[config.mk]
export PLATFORM = sky130hd
export DESIGN_NAME = interval_timer_flat
export DESIGN_NICKNAME = d
export VERILOG_FILES = /design/src/rtl/interval_timer_if.sv /design/src/rtl/interval_timer.sv /design/src/flat_wrapper.sv
export SDC_FILE = /design/constraint.sdc
export NUM_CORES = 1
export LEC_CHECK = 0
export CORE_ASPECT_RATIO = 1.2
export CORE_MARGIN = 2
export CORE_UTILIZATION = 34
export CTS_CLUSTER_DIAMETER = 200
export DETAILED_ROUTE_END_ITERATION = 8
export SLEW_MARGIN = 25
export SYNTH_ARGS = -nofsm -noshare
export SYNTH_HDL_FRONTEND = slang
export SYNTH_SLANG_ARGS = --single-unit
[constraint.sdc]
create_clock -name clk -period 1.4 [get_ports clk]
set_input_delay 0.28 -clock clk [delete_from_list [all_inputs] [get_ports clk]]
set_output_delay 0.28 -clock clk [all_outputs]
set_load 0.05 [all_outputs]
[src/rtl/interval_timer_if.sv]
// Purpose : groups the light-FSM / divider / reprogram signals of the
//           interval timer into one bundle.
// Signals : one_hz_enable  - one-cycle tick per second
//           start_timer    - one-cycle request to begin timing an interval
//           interval       - interval selector sampled with start_timer
//           prog_sync      - synchronized reprogram strobe
//           time_selector  - table entry to overwrite on prog_sync
//           time_value     - new interval value in seconds
//           expired        - one-cycle pulse when the running interval ends
//           busy           - high while an interval is counting
//           remaining      - seconds left; 0 when not counting
// Modports: master drives the requests and observes status; slave is the timer.
interface interval_timer_if;
  logic       one_hz_enable;
  logic       start_timer;
  logic [1:0] interval;
  logic       prog_sync;
  logic [1:0] time_selector;
  logic [3:0] time_value;
  logic       expired;
  logic       busy;
  logic [3:0] remaining;

  modport master (
    output one_hz_enable, start_timer, interval, prog_sync, time_selector, time_value,
    input  expired, busy, remaining
  );

  modport slave (
    input  one_hz_enable, start_timer, interval, prog_sync, time_selector, time_value,
    output expired, busy, remaining
  );
endinterface

[src/rtl/interval_timer.sv]
// Purpose : programmable seconds timer for a traffic-light controller. A
//           4-entry table holds the green/extended/yellow/walk intervals;
//           start_timer snapshots the selected entry into a down-counter that
//           steps on each one_hz_enable tick and pulses expired at the end.
// Ports   : clk   - system clock, rising edge
//           reset - synchronous, active-low
//           tif   - interval_timer_if.slave (requests, reprogram, status)
module interval_timer #(
  parameter logic [3:0] T_BASE = 4'd6,
  parameter logic [3:0] T_EXT  = 4'd3,
  parameter logic [3:0] T_YEL  = 4'd2,
  parameter logic [3:0] T_WALK = 4'd3
) (
  input  logic             clk,
  input  logic             reset,
  interval_timer_if.slave  tif
);

  localparam int unsigned CNT_W   = 4;
  localparam int unsigned N_ENTRY = 4;

  typedef enum logic [1:0] {
    IDLE   = 2'b00,
    RUN    = 2'b01,
    EXPIRE = 2'b10
  } state_t;

  state_t             state;
  state_t             state_next;
  logic [CNT_W-1:0]   count;
  logic [CNT_W-1:0]   count_next;
  logic [CNT_W-1:0]   tbl [N_ENTRY];
  logic [CNT_W-1:0]   load_val;
  logic [CNT_W-1:0]   wr_val;
  logic               expired_q;
  logic               busy_q;
  logic [CNT_W-1:0]   remaining_q;

  // Table read uses the registered contents, so a same-cycle write to the
  // selected entry only affects later starts.
  assign load_val = tbl[tif.interval];

  // A zero interval would never expire; store it as one second.
  assign wr_val = (tif.time_value == '0) ? CNT_W'(1) : tif.time_value;

  // Next-state and counter logic. A start always wins over a coincident tick,
  // which also makes the load cycle ignore one_hz_enable.
  always_comb begin
    state_next = state;
    count_next = count;
    case (state)
      IDLE: begin
        if (tif.start_timer) begin
          state_next = RUN;
          count_next = load_val;
        end
      end
      RUN: begin
        if (tif.start_timer) begin
          count_next = load_val;
        end else if (tif.one_hz_enable) begin
          if (count <= CNT_W'(1)) begin
            state_next = EXPIRE;
            count_next = '0;
          end else begin
            count_next = count - CNT_W'(1);
          end
        end
      end
      EXPIRE: begin
        if (tif.start_timer) begin
          state_next = RUN;
          count_next = load_val;
        end else begin
          state_next = IDLE;
          count_next = '0;
        end
      end
      default: begin
        state_next = IDLE;
        count_next = '0;
      end
    endcase
  end

  // State, counter and table registers; outputs are registered from the
  // next state so they line up exactly with the state they describe.
  always_ff @(posedge clk) begin
    if (!reset) begin
      state       <= IDLE;
      count       <= '0;
      expired_q   <= 1'b0;
      busy_q      <= 1'b0;
      remaining_q <= '0;
      tbl[0]      <= T_BASE;
      tbl[1]      <= T_EXT;
      tbl[2]      <= T_YEL;
      tbl[3]      <= T_WALK;
    end else begin
      state       <= state_next;
      count       <= count_next;
      expired_q   <= (state_next == EXPIRE);
      busy_q      <= (state_next == RUN);
      remaining_q <= (state_next == RUN) ? count_next : '0;
      if (tif.prog_sync) begin
        tbl[tif.time_selector] <= wr_val;
      end
    end
  end

  assign tif.expired   = expired_q;
  assign tif.busy      = busy_q;
  assign tif.remaining = remaining_q;

endmodule
[src/flat_wrapper.sv]
// flat-port wrapper written by rule: the top's interface ports become plain ports
module interval_timer_flat 
#(
  parameter logic [3:0] T_BASE = 4'd6,
  parameter logic [3:0] T_EXT  = 4'd3,
  parameter logic [3:0] T_YEL  = 4'd2,
  parameter logic [3:0] T_WALK = 4'd3
)
  (clk, reset, tif_one_hz_enable, tif_start_timer, tif_interval, tif_prog_sync, tif_time_selector, tif_time_value, tif_expired, tif_busy, tif_remaining);
  interval_timer_if tif_i ();
  input  logic clk;
  input  logic reset;
  input wire logic [$bits(tif_i.one_hz_enable)-1:0] tif_one_hz_enable;
  input wire logic [$bits(tif_i.start_timer)-1:0] tif_start_timer;
  input wire logic [$bits(tif_i.interval)-1:0] tif_interval;
  input wire logic [$bits(tif_i.prog_sync)-1:0] tif_prog_sync;
  input wire logic [$bits(tif_i.time_selector)-1:0] tif_time_selector;
  input wire logic [$bits(tif_i.time_value)-1:0] tif_time_value;
  output wire logic [$bits(tif_i.expired)-1:0] tif_expired;
  output wire logic [$bits(tif_i.busy)-1:0] tif_busy;
  output wire logic [$bits(tif_i.remaining)-1:0] tif_remaining;
  assign tif_i.one_hz_enable = tif_one_hz_enable;
  assign tif_i.start_timer = tif_start_timer;
  assign tif_i.interval = tif_interval;
  assign tif_i.prog_sync = tif_prog_sync;
  assign tif_i.time_selector = tif_time_selector;
  assign tif_i.time_value = tif_time_value;
  assign tif_expired = tif_i.expired;
  assign tif_busy = tif_i.busy;
  assign tif_remaining = tif_i.remaining;
  interval_timer #(.T_BASE(T_BASE), .T_EXT(T_EXT), .T_YEL(T_YEL), .T_WALK(T_WALK)) u_core (.clk(clk), .reset(reset), .tif(tif_i));
endmodule
Word level (Yosys, flattened, before mapping)

Memory sizes are Yosys's and may differ from the RTL's.
Cells that the tools add are included.
Widths: inputs -> output; s select.

Add/subtract/negate cells: 1
Multiply operators: 0
Div/mod/pow operators: 0
$lt $le $gt $ge: 1
Eq/ne operators: 4
Shifts and indexed selects: 0
Multiplexer cells: 20
Bitwise operators: 0
Reduce and logical (&&, ||, !) cells: 4

Operators with widths:

| kind                | number |
|---|---|
| $mux 4              | 7 |
| $pmux 4 s3          | 1 |
| $mux 2              | 5 |
| $mux 1              | 6 |
| $pmux 2 s3          | 1 |
| $eq 2x1->1 const B  | 2 |
| $eq 2x2->1 const B  | 2 |
| $le 4x1->1 const B  | 1 |
| $logic_not 4->1     | 1 |
| $reduce_or 4->1     | 1 |
| $sub 4x1->4 const B | 1 |
| $logic_not 2->1     | 1 |
| $reduce_and 2->1    | 1 |

Bits in registers: 12
Latch bits: 0
Bits in writable memories: 16
ROM bits: 0
Input port bits: 13
Output and inout bits: 6
Logic and storage cells: 36
Memories: 1

Memory list:

| name       | words | width | rd ports | clocked after memory_dff | write ports | RTL line             | source |
|---|---|---|---|---|---|---|---|
| u_core.tbl | 4     | 4     | 1        | 0                        | 4           | interval_timer.sv:32 | `logic [CNT_W-1:0] tbl [N_ENTRY];` |

Logic depth before layout (Yosys ltp)

Word-level depth: 7
Gate-level depth with buffers: 6
Depth with buffers taken out: 6

Least setup slack after synthesis

No wires, ideal clock.

Path kind: flip-flop to flip-flop
From: register u_core.count[0]
To: register u_core.remaining_q[3] (netlist: u_core.tif.remaining[3])
Setup time: 0.129 ns
Arrival time: 1.307 ns
Required time: 1.271 ns
Path slack: -0.036 ns
Stages on the path, launching flop included: 5
Buffers on the path: 0
Period minus slack after synthesis: 1.436 ns
Cell sequence: dfxtp_1 -> or3_1 -> or2_2 -> a311oi_1 -> nor2_1

Word-level cells in the longest chain between the ends: 7
Elaborated cells on any way between the ends: 12
Those cells by class: add/sub (1); order compare (1); eq/ne (1); mux (8); reduce/logical (1)

Ends and longest elaborated chain:

| element                           | RTL line              | source |
|---|---|---|
| start: declaration                | interval_timer.sv:30  | `logic [CNT_W-1:0] count;` |
| start signal: assignment          | interval_timer.sv:101 | `count <= count_next;` |
| $le 4x1->1                        | interval_timer.sv:62  | `if (count <= CNT_W'(1)) begin` |
| $mux 2                            | interval_timer.sv:62  |  |
| $mux 2                            | interval_timer.sv:61  | `end else if (tif.one_hz_enable) begin` |
| $mux 2                            | interval_timer.sv:59  | `if (tif.start_timer) begin` |
| $pmux 2 s3                        | interval_timer.sv:51  | `case (state)` |
| $eq 2x1->1                        | interval_timer.sv:104 | `remaining_q <= (state_next == RUN) ? count_next : '0;` |
| $reduce_and 2->1 (no source line) | -                     |  |
| end signal: assignment            | interval_timer.sv:104 |  |
| end: declaration                  | interval_timer.sv:37  | `logic [CNT_W-1:0] remaining_q;` |

Parallel ways exist; a longest one is shown, timed or not.
A chain may end at the register's enable or synchronous reset.

Final worst setup path

From: memory u_core.tbl[2][3]
To: register u_core.count[3]

Word-level cells in the longest chain between the ends: 3
Elaborated cells on any way between the ends: 5
Those cells by class: mux (4); memory (1)

Ends and longest elaborated chain:

| element                   | RTL line |
|---|---|
| start: declaration        | interval_timer.sv:32 |
| $mem_v2 4x4 *             | - |
| $mux 4 (on tied branches) | interval_timer.sv:71, interval_timer.sv:53, interval_timer.sv:59 |
| $pmux 4 s3 *              | interval_timer.sv:51 |

Every way passes the cells marked *; elsewhere a longest branch is shown, timed or not.

==> impl_metrics.env <==
export IMPL_skew_ns=0.00667
export IMPL_dr_pass1_iters=4
export IMPL_final_common_cell="buf_4"
export IMPL_cp_max_fo=2
export IMPL_critPathLaunchType="flip-flop"
export IMPL_holdWs_ns=0.547
export IMPL_finalCritPeriodShare_pct=109
export IMPL_reg2reg_from="u_core.tbl[2][3]"
export IMPL_place_port_buffers=18
export IMPL_cp_slowest_stage_delay_ns=0.48
export IMPL_synth_compound_area_share_pct=7.00
export IMPL_ir_drop_v=0.000640
export IMPL_yosysWarnings=0
export IMPL_first_iter_violations=55
export IMPL_min_from="tif_one_hz_enable"
export IMPL_yosysSeqAreaShare_pct=59.3
export IMPL_violations="negative setup slack"
export IMPL_hold_end="u_core.tif.busy"
export IMPL_layout_common_cells="buf_4, edfxtp_1, nor2_1, nand2_1, dfxtp_1"
export IMPL_die_area_um2=4070
export IMPL_synth_edf_count=16
export IMPL_antennaDiodeCount=0
export IMPL_grt_setup_unrepaired="yes"
export IMPL_grt_max_degree=16
export IMPL_r2r_end="u_core.count[3]"
export IMPL_wl_um=2620
export IMPL_grt_pass1_wl_um=4270
export IMPL_synthAdderAreaFrac_pct=2.06
export IMPL_power_mw=1.78
export IMPL_htree_levels=1
export IMPL_routed_via_count=951
export IMPL_synth_area_mux_share_pct=9.27
export IMPL_hpwlAfterDp_um=2120
export IMPL_avgSynthCellArea_um2=11.5
export IMPL_root_buffer="clkbuf_8"
export IMPL_maxCapViolations=0
export IMPL_initial_utilization_pct=36.1
export IMPL_post_cts_setup_buffers=0
export IMPL_path_cells="mux4_2 > and3_4 > a311oi_2 > nor2_1"
export IMPL_endpoint_kind="flip-flop"
export IMPL_clk_pin_slew_ns=0.09
export IMPL_finalHoldViolations=0
export IMPL_cts_tree="built"
export IMPL_ys_types=28
export IMPL_cp_arrival_ns=1.68
export IMPL_status="finished, violations left"
export IMPL_final_min_clock_period_ns=1.52
export IMPL_max_slew_margin_rel_pct=69.0
export IMPL_cp_required_ns=1.55
export IMPL_ys_async_sr_fraction_pct=0
export IMPL_synth_fp_nets=121
export IMPL_ys_ff_latch=28
export IMPL_synth_top_family_by_area="simple AND/OR/NAND/NOR gates"
export IMPL_track_usage_pct=13.6
export IMPL_cts_buffers=3
export IMPL_die_h_um=69.5
export IMPL_synthSimpleGateAreaFrac_pct=19.9
export IMPL_fmax_mhz=656
export IMPL_place_congestion=0.799
export IMPL_synthesis_area_um2=1210
export IMPL_reg2reg_slack_ns=-0.12
export IMPL_num_io_pins=19
export IMPL_overflow=0
export IMPL_cts_buffer_depth=2
export IMPL_ant_nets=0
export IMPL_worstSetupPathType="reg -> reg"
export IMPL_hold_buffers=0
export IMPL_reg2regPathDepth=4
export IMPL_fin_nets=166
export IMPL_drive_above_1_share_pct=38.7
export IMPL_synthFlopType="edfxtp_1"
export IMPL_setup_viol=4
export IMPL_drt_vias_per_instance=5.09
export IMPL_worst_slew_pin_slew_ns=0.464
export IMPL_grt_pass1_vias=1015
export IMPL_area_growth_synth_to_final_pct=53.1
export IMPL_cpMaxStageDelayCell="mux4_2"
export IMPL_drcViolationCount=0
export IMPL_netlist_instances=106
export IMPL_power_density_nw_per_um2=955
export IMPL_maxSlewViolCount=0
export IMPL_synth_xor_area_share_pct=0
export IMPL_row_count=23
export IMPL_numClockSinks=28
export IMPL_chipWidth_um=58.6
export IMPL_worstHoldPathCells=4
export IMPL_p_leak_nw=0.733
export IMPL_routedWlPerCell_um=14.0
export IMPL_fin_ws_ns=-0.124
export IMPL_core_region_area_um2=3370
export IMPL_hold_class="in -> reg"
export IMPL_antenna_found_initial=0
export IMPL_clock_latency_ns=0.26
-- flip-flops by register name (all words and copies together), names as in the netlist --
| signal | cells |
|---|---|
| u_core.count | 4 |
| u_core.state | 2 |
| u_core.tbl | 16 |
| u_core.tif.busy | 1 |
| u_core.tif.expired | 1 |
| u_core.tif.remaining | 4 |
-- kinds of logic after synthesis --
| group | Yosys count |
|---|---|
| simple gates | 49 |
| flops | 28 |
| compound gates | 14 |
| buf+inv | 8 |
| mux | 5 |
| fa+ha+maj | 2 |
-- worst max-delay path: cells and delay by family, from the launching register on --
family	cells	cell delay (ns)
simple gates	2	0.25
mux	1	0.48
flops	1	0.40
compound gates	1	0.29
-- power breakdown --
| group | switching [mW] | total (mW) | internal (mW) |
|---|---|---|---|
| sequential | 0.0356 | 0.964 | 0.928 |
| clock | 0.217 | 0.419 | 0.203 |
| combinational | 0.186 | 0.394 | 0.208 |
-- how the worst max path moves through the flow --
stage	cells after the start	start	to	slack [ns]
2_1_floorplan	6	u_core.count[0]	u_core.tif.remaining[1]	0.002
3_3_place_gp	5	tif_interval[0]	u_core.tif.remaining[2]	-0.49
3_5_place_dp	5	tif_interval[0]	u_core.tif.remaining[2]	-0.55
4_1_cts	4	u_core.tbl[2][3]	u_core.count[3]	-0.12
5_1_grt	6	u_core.count[1]	u_core.tif.remaining[3]	-0.14
6_report	4	u_core.tbl[2][3]	u_core.count[3]	-0.12
-- through the flow --
step | util, % | cell area (µm²) | setup TNS (ns) | instances | worst slack [ns]
global placement | 50.2 | 1690 | -10.08 | 183 | -0.486
global route | 55.3 | 1860 | -0.590 | 187 | -0.139
CTS | 54.1 | 1820 | -0.252 | 187 | -0.118
finish | 55.3 | 1860 | -0.253 | 187 | -0.124
floorplan | - | 1230 | 0 | 106 | 0.00152
detailed placement | 50.2 | 1690 | -11.35 | 183 | -0.552
-- cell usage after synthesis (2+ instances only) --
cell type	count	share of area [%]
edfxtp_1	16	40
nor2_1	13	4.0
dfxtp_1	12	20
nand2_1	12	3.7
inv_1	8	2.5
a21oi_1	6	2.5
or2_2	5	2.6
nor3_1	4	1.6
mux4_1	3	6.5
nand2b_1	3	1.5
a211oi_1	2	1.2
and2_1	2	1.0
ha_1	2	2.1
nand3_1	2	0.82
o21ai_0	2	0.82
or3_1	2	1.0
-- metal layers --
layer	share of wire, %	vias up	track usage, %	wire length, µm
met4	0.50	0	3.54	13
li1	-	472	-	-
met2	63	17	29.1	1660
met1	34	460	11.9	880
met5	0	-	0	0
met3	2.5	2	2.43	66
-- repair_timing --
item,CTS,global route
pin swaps,8,6
cloned,0,0
setup endpoints to repair,21,7
resized for setup,26,8
-- cell type report --
cell class	instances	area, µm²
Tap cell	37	46.3
Multi-Input combinational cell	70	593
Sequential cell	28	726
Clock buffer	4	45.0
Fill cell	307	1510
Inverter	8	32.5
Timing Repair Buffer	40	418
Power figures use the tool's default switching activity.
==> edit 1 (config.mk and constraints unchanged) <==
The localparam `N_ENTRY` goes from 4 to 8.
--- a/src/rtl/interval_timer.sv
+++ b/src/rtl/interval_timer.sv
@@ -18,5 +18,5 @@
 
   localparam int unsigned CNT_W   = 4;
-  localparam int unsigned N_ENTRY = 4;
+  localparam int unsigned N_ENTRY = 8;
 
   typedef enum logic [1:0] {
Formal check against the unedited RTL: no difference found for any inputs over 10 cycles, from zero or initial values and one cycle with reset low; that may be too few to reach the edited logic, so the function may still have changed.
==> edit 1 against the unedited design <==
The flow still finishes with violations (negative setup slack); routed wire length is 7.9% higher; design area is 7.5% higher; synthesized cell count is 8.5% higher; non-clock buffer count is 6 higher; sequential cell count stayed put; area after synthesis is 5.3% higher; critical path depth stayed put; total power is 4.2% higher; setup slack better by 23 ps; count of clock-buffer cells in the layout is 1 lower; clock power is 4% lower; clock skew is 5.7 ps lower; critical path type unchanged.
==> edit 1: results (changes against the unedited design) <==
| Metric | Value |
|---|---|
| Violated checks | negative setup slack (unchanged) |
| ANT cells | 0 (unchanged) |
| Post-synthesis sequential area ratio | 56.4% (was 59.3%) |
| Synth Flop Type | edfxtp_1 (unchanged) |
| Slowest cell on crit path | mux4_2 (unchanged) |
| Synthesized net count | 130 (was 121) |
| Final Skew | 0.975 ps (was 6.67 ps) |
| Outcome | complete, but fails checks (unchanged) |
| Fin cells | 213 (was 187) |
| Static Leak | 0.808 nW (was 0.733 nW) |
| Synthesis Warnings | 0 (unchanged) |
| Top cells by count, synth | edfxtp_1 (16), nor2_1 (14), dfxtp_1 (12) (was edfxtp_1 (16), nor2_1 (13), dfxtp_1 (12), nand2_1 (12), inv_1 (8)) |
| GPL Wtd Cong | 0.828 (was 0.799) |
| Final Setup Violations | 2 (was 4) |
| Initial DRC count | 22 (was 55) |
| Max FFs per register | 16 (unchanged) |
| Synth area leaders | edfxtp_1 (38%), dfxtp_1 (19%), mux4_1 (6.2%) (was edfxtp_1 (40%), dfxtp_1 (20%), mux4_1 (6.5%)) |
| VDD IR max | 0.375 mV (was 0.640 mV) |
| Hold path depth | 2 (was 4) |
| Reg with most FFs | u_core.tbl (unchanged) |
| First-pass GRT wire length | 4440 um (was 4270 um) |
| Overall routing resource usage | 13.8% (was 13.6%) |
| EDFF count, synth | 16 (unchanged) |
| Vias in the first global route | 1,033 (was 1,015) |
| Post-DP HPWL | 2150 um (was 2120 um) |
| Worst-Margin Slew | 375 ps (was 464 ps) |
| HP Class | input pin to flip-flop (unchanged) |
| Placed cell count | 207 (was 183) |
| Syn_area_per_cell | 11.1 um^2 (was 11.5 um^2) |
| Worst-path maximum fanout | 2 (unchanged) |
| Setup ws final | -101 ps (was -124 ps) |
| DR WL/cell | 13.3 um (was 14.0 um) |
| CTS Root Cell | clkbuf_8 (unchanged) |
| Worst r2r path cells | 4 (unchanged) |
| Drt pass-1 iters | 4 (unchanged) |
| IO Port Bufs | 18 (unchanged) |
| WP data arrival | 1640 ps (was 1680 ps) |
| Synth unique cells | 33 (was 28) |
| Layout cell share with drive strength beyond 1 | 41.6% (was 38.7%) |
| Placed Area | 1780 um^2 (was 1690 um^2) |
| Final net count | 178 (was 166) |
| TritonCTS buffer count | 3 (unchanged) |
| Largest net degree at the start of global routing | 15 (was 16) |
| Vias per inst | 4.80 (was 5.09) |
==> edit 1: area by class of cell <==
type                            count  area share, %
Inverter                           10           1.88
Tap cell                           52           3.25
Clock buffer                        3           2.06
Sequential cell                    28           36.3
Timing Repair Buffer               46           23.7
Multi-Input combinational cell     74           32.8
==> edit 1: repair_timing <==
action / 4_1_cts / 5_1_grt
buffers inserted: 2 / 1
resized for setup: 18 / 22
endpoints found under the setup margin: 20 / 30
cloned: 0 / 0
pin swaps: 9 / 7
==> edit 1: power by group <==
group / leakage [nW] / switching, mW / internal (mW) / total (mW)
registers: 0.257 / 0.0383 / 0.931 / 0.969
logic: 0.529 / 0.231 / 0.249 / 0.480
clock network: 0.0216 / 0.210 / 0.192 / 0.402
total: 0.808 / 0.480 / 1.37 / 1.85
==> edit 1: worst paths after layout <==
| kind | slack [ps] | endpoint | start |
|---|---|---|---|
| setup / recovery | -100 | u_core.count[2] | u_core.tbl[0][2] |
| hold / removal | 510 | u_core.tbl[1][3] | tif_time_selector[1] |
| setup reg to reg | -100 | u_core.count[2] | u_core.tbl[0][2] |
| hold reg to reg | 670 | u_core.tif.remaining[2] | u_core.state[1] |
==> edit 1: logic make-up after synthesis <==
family / after synthesis / share of synthesized area (%)
muxes: 4 / 7.93
and+or+nand+nor: 52 / 20.6
DFF: 28 / 56.4
xor gates and xnor gates: 1 / 0.685
AOI/OAI and AO/OA: 15 / 8.41
adders and majority gates: 2 / 1.96
buffers and inverters: 13 / 4.01
==> edit 1: per-stage QoR <==
stage          utilization (%)  hold slack [ps]  TNS (ps)  setup slack (ps)
2_1_floorplan                -              458         0              5.54
3_3_place_gp              49.0              592    -10630              -500
3_5_place_dp              49.0              612    -11960              -547
4_1_cts                   52.2              619      -306              -132
5_1_grt                   55.1              526      -478              -139
6_report                  55.1              507      -177              -101
==> edit 1: worst max-delay path: cells and delay by family (launching register included) <==
family / cells / cell delay [ps]
simple gates: 1 / 160
compound gates: 2 / 360
flops: 1 / 380
mux: 1 / 480
==> edit 1: routing by layer <==
metal  track usage (%)  part of all wire (%)  vias to the layer above
met1              14.2                    37                      492
met4              4.69                   1.9                        0
met3              2.74                   2.3                        6
met5                 0                     0                        -
met2              26.4                    59                       17
li1                  -                     -                      508
==> edit 2 (config.mk and constraints unchanged) <==
Made on the original files. Make the reset (`reset`) asynchronous in one clocked block.
--- a/src/rtl/interval_timer.sv
+++ b/src/rtl/interval_timer.sv
@@ -86,5 +86,5 @@
   // State, counter and table registers; outputs are registered from the
   // next state so they line up exactly with the state they describe.
-  always_ff @(posedge clk) begin
+  always_ff @(posedge clk or negedge reset) begin
     if (!reset) begin
       state       <= IDLE;
Behaviour: differs if reset is asserted again (counterexample within 4 cycles, from zero or initial values and one cycle with reset low); with reset held inactive, the same outputs for 10 cycles.
==> edit 2 against the unedited design <==
The flow still finishes with violations (negative setup slack); routed wire length rose by 6.9%; sequential cell count unchanged; first-iteration DRC count decreased by 42%; die area increased by 11%; design area grew 6.9%; area after synthesis up 11%; setup slack worse by 20 ps; critical path type unchanged; highest routed layer is now met3.
Power is not compared: it rests on default switching activity, and its combinational part moved more than twofold at a synthesized area within 25%.
==> edit 2: results (changes against the unedited design) <==
| Metric | Value |
|---|---|
| Final Setup Violations | 8 (was 4) |
| Synthesized net count | 123 (was 121) |
| R2r startpoint | u_core.count[1] (was u_core.tbl[2][3]) |
| Multiplexer area fraction after synthesis | 17.2% (was 9.27%) |
| DR WL/cell | 13.5 um (was 14.0 um) |
| Family with the most delay on the worst path | flip-flops (was multiplexers) |
| Post-synthesis sequential area ratio | 52.5% (was 59.3%) |
| Violated checks | negative setup slack (unchanged) |
| Met3 routed WL | 96 um (was 66 um) |
| Met2 Use GR | 25.4% (was 29.1%) |
| First-pass GRT wire length | 4690 um (was 4270 um) |
| Overall routing resource usage | 14.1% (was 13.6%) |
| HP Class | input pin to async pin (was input pin to flip-flop) |
| Synth area leaders | dfrtp_1 (39%), dfstp_2 (14%), mux2_2 (11%) (was edfxtp_1 (40%), dfxtp_1 (20%), mux4_1 (6.5%)) |
| Worst r2r path cells | 6 (was 4) |
| WL met1 | 1150 um (was 880 um) |
| Initial DRC count | 32 (was 55) |
| Outcome | complete, but fails checks (unchanged) |
| Vias in the first global route | 1,037 (was 1,015) |
| Top cells by count, synth | dfrtp_1 (21), mux2_2 (13), dfstp_2 (7), nand2_1 (7), o21ai_0 (6) (was edfxtp_1 (16), nor2_1 (13), dfxtp_1 (12), nand2_1 (12), inv_1 (8)) |
| Post-DP HPWL | 2200 um (was 2120 um) |
| Met2 WL | 1560 um (was 1660 um) |
| Synth unique cells | 37 (was 28) |
| Syn_area_per_cell | 12.5 um^2 (was 11.5 um^2) |
| Setup ws final | -143 ps (was -124 ps) |
| Synth area leader | dfrtp_1 (was edfxtp_1) |
| Post-cts resize count | 14 (was 26) |
-- edit 2: changes by cell type in the layout (fill, tap and decap cells not counted), sizes merged, moves of 4 or more --
cell    unedited run  this run
edfxtp            16         0
mux2               1        14
inv                8         4
dfrtp              0        21
dfxtp             12         0
nor2              13         4
or2                5         0
nor2b              1         6
o21ai              2         7
dfstp              0         7
nand2             12         7
-- edit 2: through the flow --
step	worst slack [ps]	hold slack, ps	TNS, ps
global placement	-416	459	-4620
global route	-215	372	-1520
detailed placement	-423	470	-5240
CTS	-184	371	-1060
floorplan	-96.2	-15.6	-466
finish	-143	364	-831
-- edit 2: worst register-to-register path, cell delays in order (launching register included) --
cell,delay (ps)
dfrtp_1,400
inv_2,100
ha_4,140
nor2_2,40
or3_4,350
o221ai_4,280
a21boi_1,110
-- edit 2: cell type report --
type	count	area [um^2]
repair buffers	43	442
multi-input cells	74	684
clock inverters	1	30.0
well taps	54	67.6
clock buffers	3	41.3
fillers	379	1890
flip-flops and latches	28	709
inverters	4	15.0
